`src/rtl/cpu_pkg.sv`:
```
`default_nettype none
// ============================================================================
// Module      : cpu_pkg
// Description : Shared branch condition codes and compare-mode selectors.
// Revision    : 1.0 - initial release
// ============================================================================
package cpu_pkg;

  localparam logic [2:0] COND_ZERO = 3'b000;
  localparam logic [2:0] COND_NZ   = 3'b001;
  localparam logic [2:0] COND_POS  = 3'b010;
  localparam logic [2:0] COND_NEG  = 3'b011;
  localparam logic [2:0] COND_GEZ  = 3'b100;
  localparam logic [2:0] COND_LEZ  = 3'b101;
  // Codes 110/111 mean always/never in single mode, unsigned GT/LT in pair mode
  localparam logic [2:0] COND_ALW  = 3'b110;
  localparam logic [2:0] COND_GTU  = 3'b110;
  localparam logic [2:0] COND_NEV  = 3'b111;
  localparam logic [2:0] COND_LTU  = 3'b111;

  localparam logic CMP_SINGLE = 1'b0;
  localparam logic CMP_PAIR   = 1'b1;

endpackage : cpu_pkg
`default_nettype wire

```
`src/rtl/branch_condition_unit_cond_eval.sv`:
```
`default_nettype none
// ============================================================================
// Module      : cond_eval
// Description : Combinational branch condition evaluator (bus vs 0 or A vs bus).
// Revision    : 1.0 - initial release
// ============================================================================
module cond_eval
  import cpu_pkg::*;
#(
  parameter int DATA_WIDTH = 32
) (
  input  logic [DATA_WIDTH-1:0] a,
  input  logic [DATA_WIDTH-1:0] b,
  input  logic                  cmp_mode,
  input  logic [2:0]            cond,
  output logic                  taken
);

  logic [DATA_WIDTH-1:0] w_lhs;
  logic [DATA_WIDTH-1:0] w_rhs;

  // Single mode is bus-vs-zero, so both modes share the same signed comparators
  always_comb begin
    w_lhs = (cmp_mode == CMP_PAIR) ? a : b;
    w_rhs = (cmp_mode == CMP_PAIR) ? b : '0;
    taken = 1'b0;
    case (cond)
      COND_ZERO: taken = (w_lhs == w_rhs);
      COND_NZ:   taken = (w_lhs != w_rhs);
      COND_POS:  taken = ($signed(w_lhs) >  $signed(w_rhs));
      COND_NEG:  taken = ($signed(w_lhs) <  $signed(w_rhs));
      COND_GEZ:  taken = ($signed(w_lhs) >= $signed(w_rhs));
      COND_LEZ:  taken = ($signed(w_lhs) <= $signed(w_rhs));
      COND_GTU:  taken = (cmp_mode == CMP_PAIR) ? (w_lhs > w_rhs) : 1'b1;
      COND_LTU:  taken = (cmp_mode == CMP_PAIR) ? (w_lhs < w_rhs) : 1'b0;
    endcase
  end

endmodule : cond_eval
`default_nettype wire

```
`src/rtl/branch_condition_unit.sv`:
```
`default_nettype none
// ============================================================================
// Module      : branch_condition_unit
// Description : Registered branch condition unit with operand A register,
//               optional input stage and CON flip-flop.
// Revision    : 1.0 - initial release
// ============================================================================
module branch_condition_unit
  import cpu_pkg::*;
#(
  parameter int DATA_WIDTH = 32,
  parameter int LATENCY    = 1
) (
  input  logic                  clock,
  input  logic                  clear,
  input  logic [DATA_WIDTH-1:0] bus_data,
  input  logic                  ld_a,
  input  logic                  a_clr,
  input  logic                  eval,
  input  logic                  cmp_mode,
  input  logic [2:0]            cond,
  output logic                  con_out,
  output logic                  con_valid,
  output logic                  a_valid,
  output logic                  err
);

  logic [DATA_WIDTH-1:0] r_a;
  logic                  r_a_valid;

  logic                  w_eval;
  logic                  w_cmp_mode;
  logic [2:0]            w_cond;
  logic [DATA_WIDTH-1:0] w_bus;
  logic [DATA_WIDTH-1:0] w_a;
  logic                  w_a_ok;
  logic                  w_taken;

  always_ff @(posedge clock or posedge clear) begin
    if (clear) begin
      r_a       <= '0;
      r_a_valid <= 1'b0;
    end else if (ld_a) begin
      r_a       <= bus_data;
      r_a_valid <= 1'b1;
    end else if (a_clr) begin
      r_a_valid <= 1'b0;
    end
  end

  assign a_valid = r_a_valid;

  // The stage captures A and a_valid too, so a same-cycle ld_a/a_clr sees old values
  generate
    if (LATENCY == 2) begin : g_stage
      logic                  r_s_eval;
      logic                  r_s_cmp_mode;
      logic [2:0]            r_s_cond;
      logic [DATA_WIDTH-1:0] r_s_bus;
      logic [DATA_WIDTH-1:0] r_s_a;
      logic                  r_s_a_ok;

      always_ff @(posedge clock or posedge clear) begin
        if (clear) begin
          r_s_eval     <= 1'b0;
          r_s_cmp_mode <= 1'b0;
          r_s_cond     <= 3'b000;
          r_s_bus      <= '0;
          r_s_a        <= '0;
          r_s_a_ok     <= 1'b0;
        end else begin
          r_s_eval     <= eval;
          r_s_cmp_mode <= cmp_mode;
          r_s_cond     <= cond;
          r_s_bus      <= bus_data;
          r_s_a        <= r_a;
          r_s_a_ok     <= r_a_valid;
        end
      end

      assign w_eval     = r_s_eval;
      assign w_cmp_mode = r_s_cmp_mode;
      assign w_cond     = r_s_cond;
      assign w_bus      = r_s_bus;
      assign w_a        = r_s_a;
      assign w_a_ok     = r_s_a_ok;
    end else begin : g_direct
      assign w_eval     = eval;
      assign w_cmp_mode = cmp_mode;
      assign w_cond     = cond;
      assign w_bus      = bus_data;
      assign w_a        = r_a;
      assign w_a_ok     = r_a_valid;
    end
  endgenerate

  cond_eval #(
    .DATA_WIDTH (DATA_WIDTH)
  ) u_cond_eval (
    .a        (w_a),
    .b        (w_bus),
    .cmp_mode (w_cmp_mode),
    .cond     (w_cond),
    .taken    (w_taken)
  );

  logic w_missing_a;
  assign w_missing_a = (w_cmp_mode == CMP_PAIR) && !w_a_ok;

  always_ff @(posedge clock or posedge clear) begin
    if (clear) begin
      con_out   <= 1'b0;
      con_valid <= 1'b0;
      err       <= 1'b0;
    end else begin
      con_valid <= w_eval;
      err       <= w_eval && w_missing_a;
      if (w_eval) begin
        con_out <= w_missing_a ? 1'b0 : w_taken;
      end
    end
  end

endmodule : branch_condition_unit
`default_nettype wire
```
`config.mk`:
```
export PLATFORM = sky130hd
export DESIGN_NAME = branch_condition_unit
export DESIGN_NICKNAME = d
export VERILOG_FILES = /design/src/rtl/cpu_pkg.sv /design/src/rtl/branch_condition_unit_cond_eval.sv /design/src/rtl/branch_condition_unit.sv
export SDC_FILE = /design/constraint.sdc
export NUM_CORES = 1
export LEC_CHECK = 0
export ABC_AREA = 1
export BUFFER_PORTS_ARGS = -buffer_cell sky130_fd_sc_hd__clkbuf_2
export CAP_MARGIN = 20
export CORE_MARGIN = 1
export CORE_UTILIZATION = 45
export CTS_CLUSTER_DIAMETER = 120
export DETAILED_ROUTE_END_ITERATION = 7
export GPL_TIMING_DRIVEN = 0
export HOLD_SLACK_MARGIN = 0.08
export PLACE_DENSITY = 0.66
export SLEW_MARGIN = 5
export SYNTH_ARGS = -nofsm -noshare
export SYNTH_HDL_FRONTEND = slang
export SYNTH_SLANG_ARGS = --single-unit
```
`constraint.sdc`:
```
create_clock -name clock -period 2.79 [get_ports clock]
set_input_delay 0.1395 -clock clock [delete_from_list [all_inputs] [get_ports clock]]
set_output_delay 0.1395 -clock clock [all_outputs]
set_load 0.02 [all_outputs]
```
[Yosys cells after proc, flatten, opt, wreduce, memory -nomap -nowiden]
Index checks and enable logic that the tools add are counted.
Word-level totals
  bits in registers: 36
  bits of input ports: 41
Cells by class
  magnitude comparators: 6
  eq/ne operators: 9
  muxes and demuxes: 8
  reductions and logical operators: 5
Operators with widths (count)
  $gt 32x32->1: 2
  $lt 32x32->1: 2
  $mux 32: 2
  $eq 32x32->1: 1
  $ge 32x32->1: 1
  $le 32x32->1: 1
  $ne 32x32->1: 1
  $eq 3x3->1 const B: 4
  $pmux 1 s8: 1
  $eq 3x2->1 const B: 2
  $mux 1: 5
  $eq 3x1->1 const B: 1
  $logic_not 3->1: 1
  $logic_and 1x1->1: 2
  $reduce_bool 2->1: 1
  $logic_not 1->1: 1

[Logic depth before layout (Yosys ltp)]
Gate-level depths: netlist (run 1).
  depth after elaboration: 5
  mapped depth: 24
  depth with buffers taken out: 23

[Modules after synthesis]
From an unflattened synthesis (run 1), not the netlist that was laid out.
Unflattened totals
  cells, all modules: 362
  area total of the unflattened synthesis: 2816.5 sq um
Modules (own cells, without submodules)
  branch_condition_unit: instances 1, cells each 151, area an instance 1416.4 sq um
  cond_eval: instances 1, cells each 211, area an instance 1400.1 sq um

[Worst setup path before layout (run 1)]
OpenSTA, ideal clock, no wires.
  path type: input-to-reg
  from: input cmp_mode
  to: register con_out
  library setup time: 116 ps
  data arrival time: 2264 ps
  setup slack: 409 ps
  stages: 18
  cell sequence: buf_4 -> clkbuf_1 -> buf_1 -> nand2_1 -> ha_1 -> nand2_2 -> nor2_2 -> nand2_2 -> nor4_4 -> nand2_2 -> nand2_2 -> nand2_2 -> nand3_2 -> nand2_1 -> nor2_1 -> nand3_1 -> nand2_1 -> nand2_1
Between the ends
  cells in the longest elaborated chain, start to end: 5
Ends and longest elaborated chain
  start, declared: RTL line branch_condition_unit.sv:20  | input logic cmp_mode,
  $mux 32, on equally long branches: RTL line branch_condition_unit_cond_eval.sv:24, branch_condition_unit_cond_eval.sv:25
  $lt 32x32->1 or $gt 32x32->1 (tied branches): RTL line branch_condition_unit_cond_eval.sv:35, branch_condition_unit_cond_eval.sv:34
  $mux 1, on equally long branches: RTL line branch_condition_unit_cond_eval.sv:35, branch_condition_unit_cond_eval.sv:34
  $pmux 1 s8: RTL line branch_condition_unit_cond_eval.sv:27  | case (cond)
  $mux 1 (*): RTL line branch_condition_unit.sv:119  | con_out <= w_missing_a ? 1'b0 : w_taken;
  end signal, assigned: RTL line branch_condition_unit.sv:119
  end, declared: RTL line branch_condition_unit.sv:22  | output logic con_out,
Mark *: on every way between the ends. The rest lies on a longest branch, timed or not.
A chain may end at the register's enable or synchronous reset.

[Worst setup path after layout (run 1)]
Ends and elaborated chain as after synthesis.

==> results of run 1 <==
==> per-stage QoR <==
step                instance area [um2]  hold WS [ns]  utilization [%]  std cells  setup slack (ns)
floorplan                          2720         0.171                -        394             0.409
global placement                   3020         0.263             53.2        508           -0.0568
detailed placement                 3020         0.264             53.2        508            -0.133
CTS                                3140        0.0863             55.3        519             0.155
global route                       3140        0.0955             55.3        519             0.196
finish                             3140        0.0890             55.3        519             0.467
==> per-layer routing <==
layer  up-vias  wire, um
met5         -         0
li1       1373         -
met4         0        71
met2        52      2810
met1      1144      2990
met3        11       236
==> cells in the mapped netlist <==
cell type	instances	area share [%]
sky130_fd_sc_hd__nand2_1	109	15
sky130_fd_sc_hd__a21oi_1	47	8.7
sky130_fd_sc_hd__inv_1	42	5.8
sky130_fd_sc_hd__nor2_1	41	5.7
sky130_fd_sc_hd__dfrtp_1	36	33
sky130_fd_sc_hd__ha_1	32	15
sky130_fd_sc_hd__o21ai_0	31	5.7
sky130_fd_sc_hd__clkbuf_1	14	1.9
sky130_fd_sc_hd__nand3_1	9	1.7
sky130_fd_sc_hd__nand2_2	5	1.2
sky130_fd_sc_hd__o21ai_1	5	0.92
sky130_fd_sc_hd__buf_1	3	0.41
sky130_fd_sc_hd__inv_2	3	0.41
sky130_fd_sc_hd__nand4_1	3	0.69
sky130_fd_sc_hd__nor3_1	3	0.55
sky130_fd_sc_hd__o21a_1	2	0.55
sky130_fd_sc_hd__a21o_1	1	0.28
sky130_fd_sc_hd__a21oi_2	1	0.32
sky130_fd_sc_hd__buf_4	1	0.28
sky130_fd_sc_hd__clkinv_1	1	0.14
sky130_fd_sc_hd__nand3_2	1	0.37
sky130_fd_sc_hd__nor2_2	1	0.23
sky130_fd_sc_hd__nor4_4	1	0.78
sky130_fd_sc_hd__o21bai_1	1	0.28
sky130_fd_sc_hd__or2_2	1	0.23
==> sequential cells by signal (all words and copies together), names as in the netlist <==
signal	count
r_a	32
con_valid	1
err	1
a_valid	1
con_out	1
==> tightest hold or removal path: cells and delay by family <==
kind | cells | cell delay, ns
buffers and inverters | 2 | 0.15
AOI/OAI and AO/OA | 1 | 0.06
==> cell usage in the layout, fill, tap and decap left out <==
cell / count
sky130_fd_sc_hd__nor3_1: 3
sky130_fd_sc_hd__o21a_1: 2
sky130_fd_sc_hd__nand2_2: 5
sky130_fd_sc_hd__a21oi_1: 47
sky130_fd_sc_hd__nor4_4: 1
sky130_fd_sc_hd__clkbuf_1: 15
sky130_fd_sc_hd__buf_4: 1
sky130_fd_sc_hd__nor2_2: 1
sky130_fd_sc_hd__clkbuf_2: 45
sky130_fd_sc_hd__dlygate4sd3_1: 3
sky130_fd_sc_hd__nand3_2: 1
sky130_fd_sc_hd__ha_1: 32
sky130_fd_sc_hd__a21oi_2: 1
sky130_fd_sc_hd__nand4_1: 3
sky130_fd_sc_hd__clkinv_1: 1
sky130_fd_sc_hd__nand2_1: 109
sky130_fd_sc_hd__or2_2: 1
sky130_fd_sc_hd__nor2_1: 41
sky130_fd_sc_hd__nand3_1: 9
sky130_fd_sc_hd__clkbuf_8: 6
sky130_fd_sc_hd__inv_2: 4
sky130_fd_sc_hd__buf_1: 1
sky130_fd_sc_hd__dfrtp_1: 36
sky130_fd_sc_hd__o21ai_1: 5
sky130_fd_sc_hd__inv_1: 41
sky130_fd_sc_hd__a21o_1: 1
sky130_fd_sc_hd__o21ai_0: 31
sky130_fd_sc_hd__o21bai_1: 1
==> logic make-up (layout without fill, tap and decap cells) <==
family	count (synthesis)	in the layout	synth area share, %
compound gates	88	88	16.7
buf+inv	64	117	8.98
simple gates	174	174	26.4
fa+ha+maj	32	32	14.7
flops	36	36	33.2
==> how the worst max path moves through the flow <==
stage	startpoint	to	slack [ns]
after floorplan	cmp_mode	con_out	0.41
after global placement	cmp_mode	con_out	-0.06
after detailed placement	cmp_mode	con_out	-0.13
after CTS	cmp_mode	con_out	0.16
after global routing	cmp_mode	con_out	0.20
final	cmp_mode	con_out	0.47
==> power breakdown <==
part,leakage [uW],internal (uW),switching [uW]
sequential,0.000421,568,18.4
clock,0.0000455,202,186
combinational,0.00119,155,243
total,0.00165,925,447
==> repair_timing <==
action	in CTS	in global routing
hold buffers	3	0
setup endpoints to repair	0	1
hold endpoints to repair	38	0
gates resized for setup	0	4
setup buffers	0	0
==> cell type report <==
class                      count  area [um2]
inverter                      46         173
fill                         577        2530
sequential                    36         901
tap                           72        90.1
buffer                        18        75.1
clock buffer                   8        90.1
timing repair buffer          45         240
multi-input combinational    294        1570
==> impl_metrics.env, run 1 <==
export IMPL_outcome="finished, final reports clean"
export IMPL_drt_wirelength_per_cell_um=11.8
export IMPL_worst_pin_slew_ns=0.808
export IMPL_rsz0062_at_grt="false"
export IMPL_timing_max_transition_violations_final=0
export IMPL_globalRouteMet3Util_pct=4.57
export IMPL_die_h_um=79.7
export IMPL_number_of_standard_cell_rows_in_the_floorplan=27
export IMPL_power_per_cell_area_mw_per_mm2=437
export IMPL_number_of_antenna_violations_at_the_first_check_in_global_routing=0
export IMPL_vias=2580
export IMPL_grt_pass1_vias=2420
export IMPL_design_final_nets=519
export IMPL_timing_critical_path_buf_inv=3
export IMPL_tritoncts_num_buffers=5
export IMPL_floorplan_die_width_um=79.7
export IMPL_ctsRootBufferMaster="sky130_fd_sc_hd__clkbuf_8"
export IMPL_capturing_element_type_of_the_critical_path="register"
export IMPL_starting_density_of_the_core_pct=47.9
export IMPL_wire_length_of_the_first_global_routing_pass_um=10500
export IMPL_ys_seq_elements=36
export IMPL_synth_cell_type_count=25
export IMPL_relSlewSlack_pct=46.1
export IMPL_start_kind="primary input"
export IMPL_detail_route_wirelength_um=6110
export IMPL_tns_ns=0
export IMPL_clock_skew_ns=0.00549
export IMPL_post_route_cells_drive_above_1_share_pct=14.8
export IMPL_grt_total_usage_pct=21.1
export IMPL_clock_tree_from_tritoncts="built"
export IMPL_antenna_left=0
export IMPL_final_hold_violation_count=0
export IMPL_fp_dieArea_mm2=0.00635
export IMPL_drt_drc_violations_left=0
export IMPL_syn_area_mm2=0.00272
export IMPL_cp_data_required_time_ns=2.97
export IMPL_power_ir_vdd_worst_uv=250
export IMPL_timing_critical_path_max_delay_family="simple AND/OR/NAND/NOR gates"
export IMPL_clock_tree_htree_level_count=2
export IMPL_regToRegSetupSlack_ns=0.54
export IMPL_cp_common_cell="sky130_fd_sc_hd__nand2_2"
export IMPL_globalRouteMet2Util_pct=36.3
export IMPL_clkSinkCount=36
export IMPL_yosys_warning_count=0
export IMPL_design_portCount=45
export IMPL_netlist_instances=394
export IMPL_drt_initial_drc_count=157
export IMPL_place_detailed_hpwl_um=4570
export IMPL_worst_r2r_path_depth=16
export IMPL_design_core_area_mm2=0.00568
export IMPL_antennaDiodeCount=0
export IMPL_hold_path_cell_count=3
export IMPL_reported_leakage_power_uw=0.00165
export IMPL_pin_count_of_the_biggest_net_entering_global_routing=37
export IMPL_critical_path_max_fanout=10
export IMPL_rr_endpoint="con_out"
export IMPL_timing_rr_start="r_a[31]"
export IMPL_power_total_uw=1370
export IMPL_avgViaCountPerCell=4.97
export IMPL_worst_skew_pair_late_latency_ns=0.29
export IMPL_setup_violations=0
export IMPL_worst_setup_path_type="in -> reg"
export IMPL_hold_start="bus_data[26]"
export IMPL_crit_cells=18
export IMPL_port_buffer_count=42
export IMPL_timing_final_crit_share_pct=83.3
export IMPL_min_to="r_a[26]"
export IMPL_post_synth_cell_area_avg_um2=6.89
export IMPL_layout_min_cycle_time_ns=2.32
export IMPL_global_route_usage_met1_pct=27.1
export IMPL_synth_yosys_seq_area_share_pct=33.2
export IMPL_crit_path_cell_trace="buf_4 -> clkbuf_2 -> clkbuf_2 -> nand2_1 -> ha_1 -> nand2_2 -> nor2_2 -> nand2_2 -> nor4_4 -> nand2_2 -> nand2_2 -> nand2_2 -> nand3_2 -> nand2_1 -> nor2_1 -> nand3_1 -> nand2_1 -> nand2_1"
export IMPL_globalRouteOverflowTotal=0
export IMPL_clk_path_buf_depth=2
export IMPL_crit_path_top_delay_cell="sky130_fd_sc_hd__ha_1"
export IMPL_global_route_peak_usage_layer="met2"
export IMPL_highest_clock_frequency_the_design_can_meet_mhz=430
export IMPL_cp_slowest_stage_delay_ns=0.37
export IMPL_firstDrtPassIters=4
export IMPL_synthesis_nets=467
export IMPL_timing_critical_path_arrival_ns=2.50
export IMPL_max_cap_violations=0
export IMPL_gp_congestion=0.777
export IMPL_areaGrowthSynthToFinish_pct=15.6
export IMPL_worst_hold_path_type="in -> reg"
export IMPL_clk_pin_slew_ns=0.07
(Power assumes the default switching activity.)
==> run 2: changes to the inputs <==
--- a/config.mk
+++ b/config.mk
@@ -5,7 +5,7 @@
 export SDC_FILE = /design/constraint.sdc
 export NUM_CORES = 1
 export LEC_CHECK = 0
-export ABC_AREA = 1
+export ABC_AREA = 0
 export BUFFER_PORTS_ARGS = -buffer_cell sky130_fd_sc_hd__clkbuf_2
 export CAP_MARGIN = 20
 export CORE_MARGIN = 1
@@ -14,7 +14,7 @@
 export DETAILED_ROUTE_END_ITERATION = 7
 export GPL_TIMING_DRIVEN = 0
 export HOLD_SLACK_MARGIN = 0.08
-export PLACE_DENSITY = 0.66
+export PLACE_DENSITY = 0.69
 export SLEW_MARGIN = 5
 export SYNTH_ARGS = -nofsm -noshare
 export SYNTH_HDL_FRONTEND = slang
==> constraint.sdc (replaced) <==
create_clock -name clock -period 2.1 [get_ports clock]
set_input_delay 0.105 -clock clock [delete_from_list [all_inputs] [get_ports clock]]
set_output_delay 0.105 -clock clock [all_outputs]
set_load 0.02 [all_outputs]
==> run 2 against run 1 <==
  * The flow now finishes with violations (setup timing)
  * Core utilization increased by 5.9 points
  * Clock-buffer cell count decreased by 1
  * Power increased by 42%
==> impl_metrics.env, run 2 <==
export IMPL_outcome="finished with violations"
export IMPL_failed_checks="setup timing"
export IMPL_port_buffer_count=43
export IMPL_synthTopCellsByArea="sky130_fd_sc_hd__dfrtp_1 (34%), sky130_fd_sc_hd__mux2_2 (27%), sky130_fd_sc_hd__ha_1 (15%), sky130_fd_sc_hd__nand2_1 (5.1%), sky130_fd_sc_hd__a21oi_1 (2.4%)"
export IMPL_clkSinkCount=36
export IMPL_final_critical_path_setup_slack_ns=-0.630
export IMPL_grt_total_usage_pct=19.0
export IMPL_layout_cells_most_common_list="sky130_fd_sc_hd__mux2_2 (58), sky130_fd_sc_hd__clkbuf_2 (44), sky130_fd_sc_hd__nand2_1 (36), sky130_fd_sc_hd__dfrtp_1 (36), sky130_fd_sc_hd__ha_1 (24)"
export IMPL_reported_leakage_power_uw=0.00155
export IMPL_clock_tree_htree_level_count=2
export IMPL_design_portCount=45
export IMPL_cp_data_required_time_ns=2.27
export IMPL_number_of_standard_cell_rows_in_the_floorplan=27
export IMPL_worst_pin_slew_ns=0.765
export IMPL_async_flop_share_pct=100
export IMPL_crit_start="r_a[1]"
export IMPL_worst_setup_path_type="reg -> reg"
export IMPL_clk_path_buf_depth=2
export IMPL_clock_tree_from_tritoncts="built"
export IMPL_synth_cell_type_count=37
export IMPL_highest_clock_frequency_the_design_can_meet_mhz=366
export IMPL_final_core_util_pct=61.2
export IMPL_antennaDiodeCount=0
export IMPL_number_of_antenna_violations_at_the_first_check_in_global_routing=0
export IMPL_synthMostInstantiatedCell="sky130_fd_sc_hd__mux2_2"
export IMPL_timing_final_crit_share_pct=130
export IMPL_rsz0062_at_grt="true"
export IMPL_clk_pin_slew_ns=0.07
export IMPL_start_kind="register"
export IMPL_largest_register_ff_count=32
export IMPL_floorplan_die_width_um=79.1
export IMPL_die_h_um=79.1
export IMPL_pin_count_of_the_biggest_net_entering_global_routing=37
export IMPL_timing_critical_path_arrival_ns=2.90
export IMPL_vias=2107
export IMPL_detail_route_wirelength_um=5390
export IMPL_post_synth_cell_area_avg_um2=10.7
export IMPL_ctsRootBufferMaster="sky130_fd_sc_hd__clkbuf_8"
export IMPL_layout_min_cycle_time_ns=2.73
export IMPL_power_ir_vdd_worst_uv=391
export IMPL_areaGrowthSynthToFinish_pct=28.4
export IMPL_yosys_warning_count=0
export IMPL_postSynth_topFlopCell="sky130_fd_sc_hd__dfrtp_1"
export IMPL_fp_dieArea_mm2=0.00625
export IMPL_synth_yosys_seq_area_share_pct=33.7
export IMPL_worst_hold_path_type="in -> reg"
export IMPL_cell_type_with_the_largest_total_area_after_synthesis="sky130_fd_sc_hd__dfrtp_1"
export IMPL_drt_initial_drc_count=49
export IMPL_design_core_area_mm2=0.00561
export IMPL_final_hold_violation_count=0
export IMPL_worst_skew_pair_late_latency_ns=0.28
export IMPL_power_total_uw=1940
export IMPL_drt_wirelength_per_cell_um=14.0
export IMPL_place_detailed_hpwl_um=4130
export IMPL_antenna_left=0
export IMPL_synth_edf_count=0
export IMPL_clock_skew_ns=0.00508
export IMPL_tns_ns=-0.630
export IMPL_timing_max_transition_violations_final=0
export IMPL_post_route_cells_drive_above_1_share_pct=43.9
export IMPL_synth_largest_type_area_fraction_pct=33.7
export IMPL_capturing_element_type_of_the_critical_path="register"
export IMPL_setup_violations=1
export IMPL_design_final_nets=387
export IMPL_critical_path_max_fanout=3
export IMPL_starting_density_of_the_core_pct=47.7
export IMPL_netlist_instances=250
export IMPL_synthesis_nets=323
export IMPL_wire_length_of_the_first_global_routing_pass_um=9320
export IMPL_max_cap_violations=0
export IMPL_tritoncts_num_buffers=5
export IMPL_relSlewSlack_pct=48.9
export IMPL_globalRouteOverflowTotal=0
export IMPL_gp_congestion=0.756
export IMPL_final_hold_worst_slack_ns=0.0832
export IMPL_grt_pass1_vias=2063
export IMPL_drt_drc_violations_left=0
export IMPL_power_per_cell_area_mw_per_mm2=566
export IMPL_hold_start="bus_data[5]"
export IMPL_syn_area_mm2=0.00267
export IMPL_ys_seq_elements=36
export IMPL_avgViaCountPerCell=5.46
export IMPL_timing_rr_start="r_a[1]"
export IMPL_final_common_cell="sky130_fd_sc_hd__mux2_2"
export IMPL_regMostFlops="r_a"
export IMPL_firstDrtPassIters=4
export IMPL_ys_top_cells_by_count="sky130_fd_sc_hd__mux2_2 (64), sky130_fd_sc_hd__dfrtp_1 (36), sky130_fd_sc_hd__nand2_1 (36)"
-- run 2: metal layers --
metal  vias to the layer above  GRT usage, %  wire (um)
li1                       1051             -          -
met1                      1013          26.2       2570
met2                        36          30.9       2550
met3                         7          2.87        200
met4                         0          5.45         65
met5                         -             0          0
-- run 2: path summary, 6_finish.rpt --
path / cells after the start / end / slack, ns
setup / recovery: 9 / con_out / -0.63
hold / removal: 2 / r_a[5] / 0.08
setup reg to reg: 9 / con_out / -0.63
hold reg to reg: 1 / r_a[17] / 0.51
max in group asynchronous: 3 / r_a[20] / 1.12
min in group asynchronous: 3 / a_valid / 0.49
-- run 2: final cells by class --
type / instances / area, um2
plain buffers: 11 / 125
clock buffers: 7 / 96.3
fillers: 497 / 2180
inverters: 7 / 26.3
multi-input cells: 196 / 1840
flip-flops and latches: 36 / 901
well taps: 72 / 90.1
repair buffers: 57 / 355
-- run 2: critical path: stages (launching register included) --
cell and delay [ns]:
sky130_fd_sc_hd__dfrtp_1 0.39, sky130_fd_sc_hd__mux2_4 0.28, sky130_fd_sc_hd__ha_4 0.22, sky130_fd_sc_hd__nor2b_1 0.12, sky130_fd_sc_hd__o211ai_1 0.19, sky130_fd_sc_hd__a2111oi_1 0.13, sky130_fd_sc_hd__o41a_1 0.37, sky130_fd_sc_hd__nor4_4 0.31
sky130_fd_sc_hd__mux2_4 0.34, sky130_fd_sc_hd__a211o_1 0.26
-- run 2: logic make-up after synthesis --
logic type      after synthesis  synth area share (%)
flops                        36                  33.7
mux                          65                  27.3
fa+ha+maj                    32                  15.0
buf+inv                      18                  2.53
compound gates               31                  7.91
simple gates                 67                  13.2
xor+xnor                      1                 0.328
-- run 2: report_power, final --
part           switching [uW]  total [uW]  internal (uW)
registers                32.7         796            763
logic                     282         615            333
clock network             238         530            292
total                     553        1940           1390
-- run 2: timing repair --
| action | in CTS | in global routing |
|---|---|---|
| hold endpoints to repair | 49 | 0 |
| setup buffers | 0 | 0 |
| resized for setup | 4 | 3 |
| hold buffers | 14 | 0 |
| endpoints found under the setup margin | 1 | 1 |
| pin swaps | 2 | 0 |
-- run 2: per-stage QoR --
step / setup WS, ns / instance area (um2) / instances
finish: -0.630 / 3430 / 386
global route: -0.740 / 3430 / 386
detailed placement: -0.985 / 3170 / 365
floorplan: -0.516 / 2860 / 250
global placement: -0.984 / 3170 / 365
CTS: -0.588 / 3430 / 386
==> run 3: changes to the inputs <==
--- a/config.mk
+++ b/config.mk
@@ -6,15 +6,17 @@
 export NUM_CORES = 1
 export LEC_CHECK = 0
 export ABC_AREA = 0
-export BUFFER_PORTS_ARGS = -buffer_cell sky130_fd_sc_hd__clkbuf_2
 export CAP_MARGIN = 20
+export CELL_PAD_IN_SITES_DETAIL_PLACEMENT = 2
+export CELL_PAD_IN_SITES_GLOBAL_PLACEMENT = 2
 export CORE_MARGIN = 1
-export CORE_UTILIZATION = 45
+export CORE_UTILIZATION = 37
 export CTS_CLUSTER_DIAMETER = 120
 export DETAILED_ROUTE_END_ITERATION = 7
+export DONT_BUFFER_PORTS = 1
 export GPL_TIMING_DRIVEN = 0
 export HOLD_SLACK_MARGIN = 0.08
-export PLACE_DENSITY = 0.69
+export PLACE_DENSITY_LB_ADDON = 0.1
 export SLEW_MARGIN = 5
 export SYNTH_ARGS = -nofsm -noshare
 export SYNTH_HDL_FRONTEND = slang
==> run 3 against run 2 <==
  * The flow still finishes with violations (setup timing)
  * Highest routed layer unchanged
  * Core utilization down 9.4 points
  * Sequential cell count unchanged
  * Register-to-register slack better by 0.04 ns
  * Cell area up 3.7%
==> impl_metrics.env, run 3 (synthesis results as in run 2) <==
export IMPL_outcome="finished with violations"
export IMPL_failed_checks="setup timing"
export IMPL_place_detailed_hpwl_um=4920
export IMPL_relSlewSlack_pct=44.0
export IMPL_wire_length_of_the_first_global_routing_pass_um=11800
export IMPL_fp_dieArea_mm2=0.00757
export IMPL_crit_path_top_delay_cell="sky130_fd_sc_hd__dfrtp_1"
export IMPL_areaGrowthSynthToFinish_pct=33.1
export IMPL_antenna_left=0
export IMPL_drt_initial_drc_count=32
export IMPL_capturing_element_type_of_the_critical_path="register"
export IMPL_firstDrtPassIters=4
export IMPL_worst_hold_path_type="in -> reg"
export IMPL_regMostFlops="r_a"
export IMPL_cp_slowest_stage_delay_ns=0.38
export IMPL_port_buffer_count=0
export IMPL_design_portCount=45
export IMPL_detailedPlace_worstSlack_ns=-0.925
export IMPL_pin_count_of_the_biggest_net_entering_global_routing=37
export IMPL_clock_tree_from_tritoncts="built"
export IMPL_worst_pin_slew_ns=0.839
export IMPL_p_clk_share_pct=26.9
export IMPL_final_hold_violation_count=0
export IMPL_clock_tree_htree_level_count=2
export IMPL_cp_common_cell="sky130_fd_sc_hd__mux2_4"
export IMPL_number_of_antenna_violations_at_the_first_check_in_global_routing=0
export IMPL_gp_congestion=0.743
export IMPL_cell_internal_pwr_uw=1390
export IMPL_avgViaCountPerCell=5.35
export IMPL_detail_route_wirelength_um=7300
export IMPL_hold_start="cond[1]"
export IMPL_tritoncts_num_buffers=5
export IMPL_design_core_area_mm2=0.00687
export IMPL_power_switching_fraction_pct=29.8
export IMPL_tns_ns=-0.585
export IMPL_starting_density_of_the_core_pct=38.9
export IMPL_grt_pass1_vias=2434
export IMPL_largest_register_ff_count=32
export IMPL_seq_power_share_pct=40.9
export IMPL_timing_critical_path_max_delay_family="compound AO/OA/AOI/OAI gates"
export IMPL_highest_clock_frequency_the_design_can_meet_mhz=372
export IMPL_globalRouteOverflowTotal=0
export IMPL_drt_drc_violations_left=0
export IMPL_timing_critical_path_arrival_ns=2.87
export IMPL_antennaDiodeCount=0
export IMPL_power_ir_vdd_worst_uv=239
export IMPL_clk_pin_slew_ns=0.08
export IMPL_final_core_util_pct=51.8
export IMPL_final_instance_count_excl_fill=394
export IMPL_net_switching_power_uw=588
export IMPL_ctsRootBufferMaster="sky130_fd_sc_hd__clkbuf_8"
export IMPL_design_final_nets=370
export IMPL_max_cap_violations=0
export IMPL_crit_start="r_a[14]"
export IMPL_post_route_cells_drive_above_1_share_pct=34.9
export IMPL_setup_violations=1
export IMPL_place_detailed_instances=346
export IMPL_worst_setup_path_type="reg -> reg"
export IMPL_timing_rr_start="r_a[14]"
export IMPL_layout_min_cycle_time_ns=2.68
export IMPL_start_kind="register"
export IMPL_clk_path_buf_depth=2
export IMPL_timing_final_crit_share_pct=128
export IMPL_timing_max_transition_violations_final=0
export IMPL_layout_cells_most_common_list="sky130_fd_sc_hd__mux2_2 (57), sky130_fd_sc_hd__dfrtp_1 (36), sky130_fd_sc_hd__dlygate4sd3_1 (36)"
export IMPL_rsz0062_at_grt="true"
export IMPL_die_h_um=87.0
export IMPL_power_per_cell_area_mw_per_mm2=555
export IMPL_worst_skew_pair_late_latency_ns=0.29
export IMPL_final_common_cell="sky130_fd_sc_hd__mux2_2"
export IMPL_final_hold_worst_slack_ns=0.190
export IMPL_cp_data_required_time_ns=2.28
export IMPL_number_of_standard_cell_rows_in_the_floorplan=30
export IMPL_critical_path_max_fanout=4
export IMPL_floorplan_die_width_um=87.0
export IMPL_timing_critical_path_buf_inv=0
export IMPL_drt_wirelength_per_cell_um=18.5
export IMPL_vias=2108
export IMPL_clock_skew_ns=0.00230
export IMPL_grt_total_usage_pct=20.7
export IMPL_power_frac_comb_pct=32.2
export IMPL_reported_leakage_power_uw=0.00149
export IMPL_clkSinkCount=36
export IMPL_crit_path_cell_trace="mux2_4 -> ha_4 -> nand4_2 -> nor4_4 -> nand2_2 -> a211oi_2 -> o221ai_1 -> mux2_4 -> a211o_1"
export IMPL_final_critical_path_setup_slack_ns=-0.585
-- run 3: cell types whose count changed in the layout (fill, tap and decap cells not counted), sizes merged --
cell,delta
clkbuf,-41
buf,+3
dlygate4sd3,+22
-- run 3: stage by stage --
| step | power [uW] | cell area, um2 |
|---|---|---|
| 2_1_floorplan | 1240 | 2860 |
| 3_3_place_gp | 1330 | 2980 |
| 3_5_place_dp | 1360 | 2980 |
| 4_1_cts | 1980 | 3500 |
| 5_1_grt | 2100 | 3560 |
| 6_report | 1970 | 3560 |
-- run 3: power by group through the flow --
stage / Clock [uW] / Combinational [uW] / Sequential [uW]
floorplan: 0 / 430 / 809
global placement: 0 / 517 / 817
detailed placement: 0 / 536 / 821
CTS: 554 / 623 / 807
global route: 575 / 705 / 815
finish: 531 / 635 / 807
-- run 3: area by class of cell --
cell class	instances	area (um2)
Buffer	11	116
Clock buffer	8	90.1
Fill cell	699	3310
Inverter	7	26.3
Multi-Input combinational cell	196	1910
Sequential cell	36	901
Tap cell	96	120
Timing Repair Buffer	40	390
-- run 3: worst reg2reg max path, cell delays in order (launching register included) --
cell and delay, ns:
sky130_fd_sc_hd__dfrtp_1 0.38, sky130_fd_sc_hd__mux2_4 0.27, sky130_fd_sc_hd__ha_4 0.29, sky130_fd_sc_hd__nand4_2 0.20, sky130_fd_sc_hd__nor4_4 0.34, sky130_fd_sc_hd__nand2_2 0.12, sky130_fd_sc_hd__a211oi_2 0.28, sky130_fd_sc_hd__o221ai_1 0.16
sky130_fd_sc_hd__mux2_4 0.28, sky130_fd_sc_hd__a211o_1 0.25
-- run 3: final timing paths --
check                           to  slack, ns  cells past startpoint
min in group asynchronous  r_a[17]       0.44                      2
max reg2reg                con_out      -0.58                      9
max                        con_out      -0.58                      9
min reg2reg                 r_a[4]       0.51                      1
min                        con_out       0.19                      3
max in group asynchronous   r_a[7]       1.13                      2
-- run 3: timing repair --
item                       CTS  global route
pin swaps                    8             7
hold buffers                36             0
setup endpoints to repair    1             1
gates resized for setup      7             7
hold endpoints to repair    72             0
setup buffers                2             2
-- run 3: per-layer routing --
layer / up-vias / share of wire, % / track usage, %
met1: 1046 / 44 / 23.7
met5: - / 0 / 0
li1: 1015 / - / -
met4: 0 / 1.4 / 6.06
met2: 36 / 52 / 38.4
met3: 11 / 2.9 / 4.27
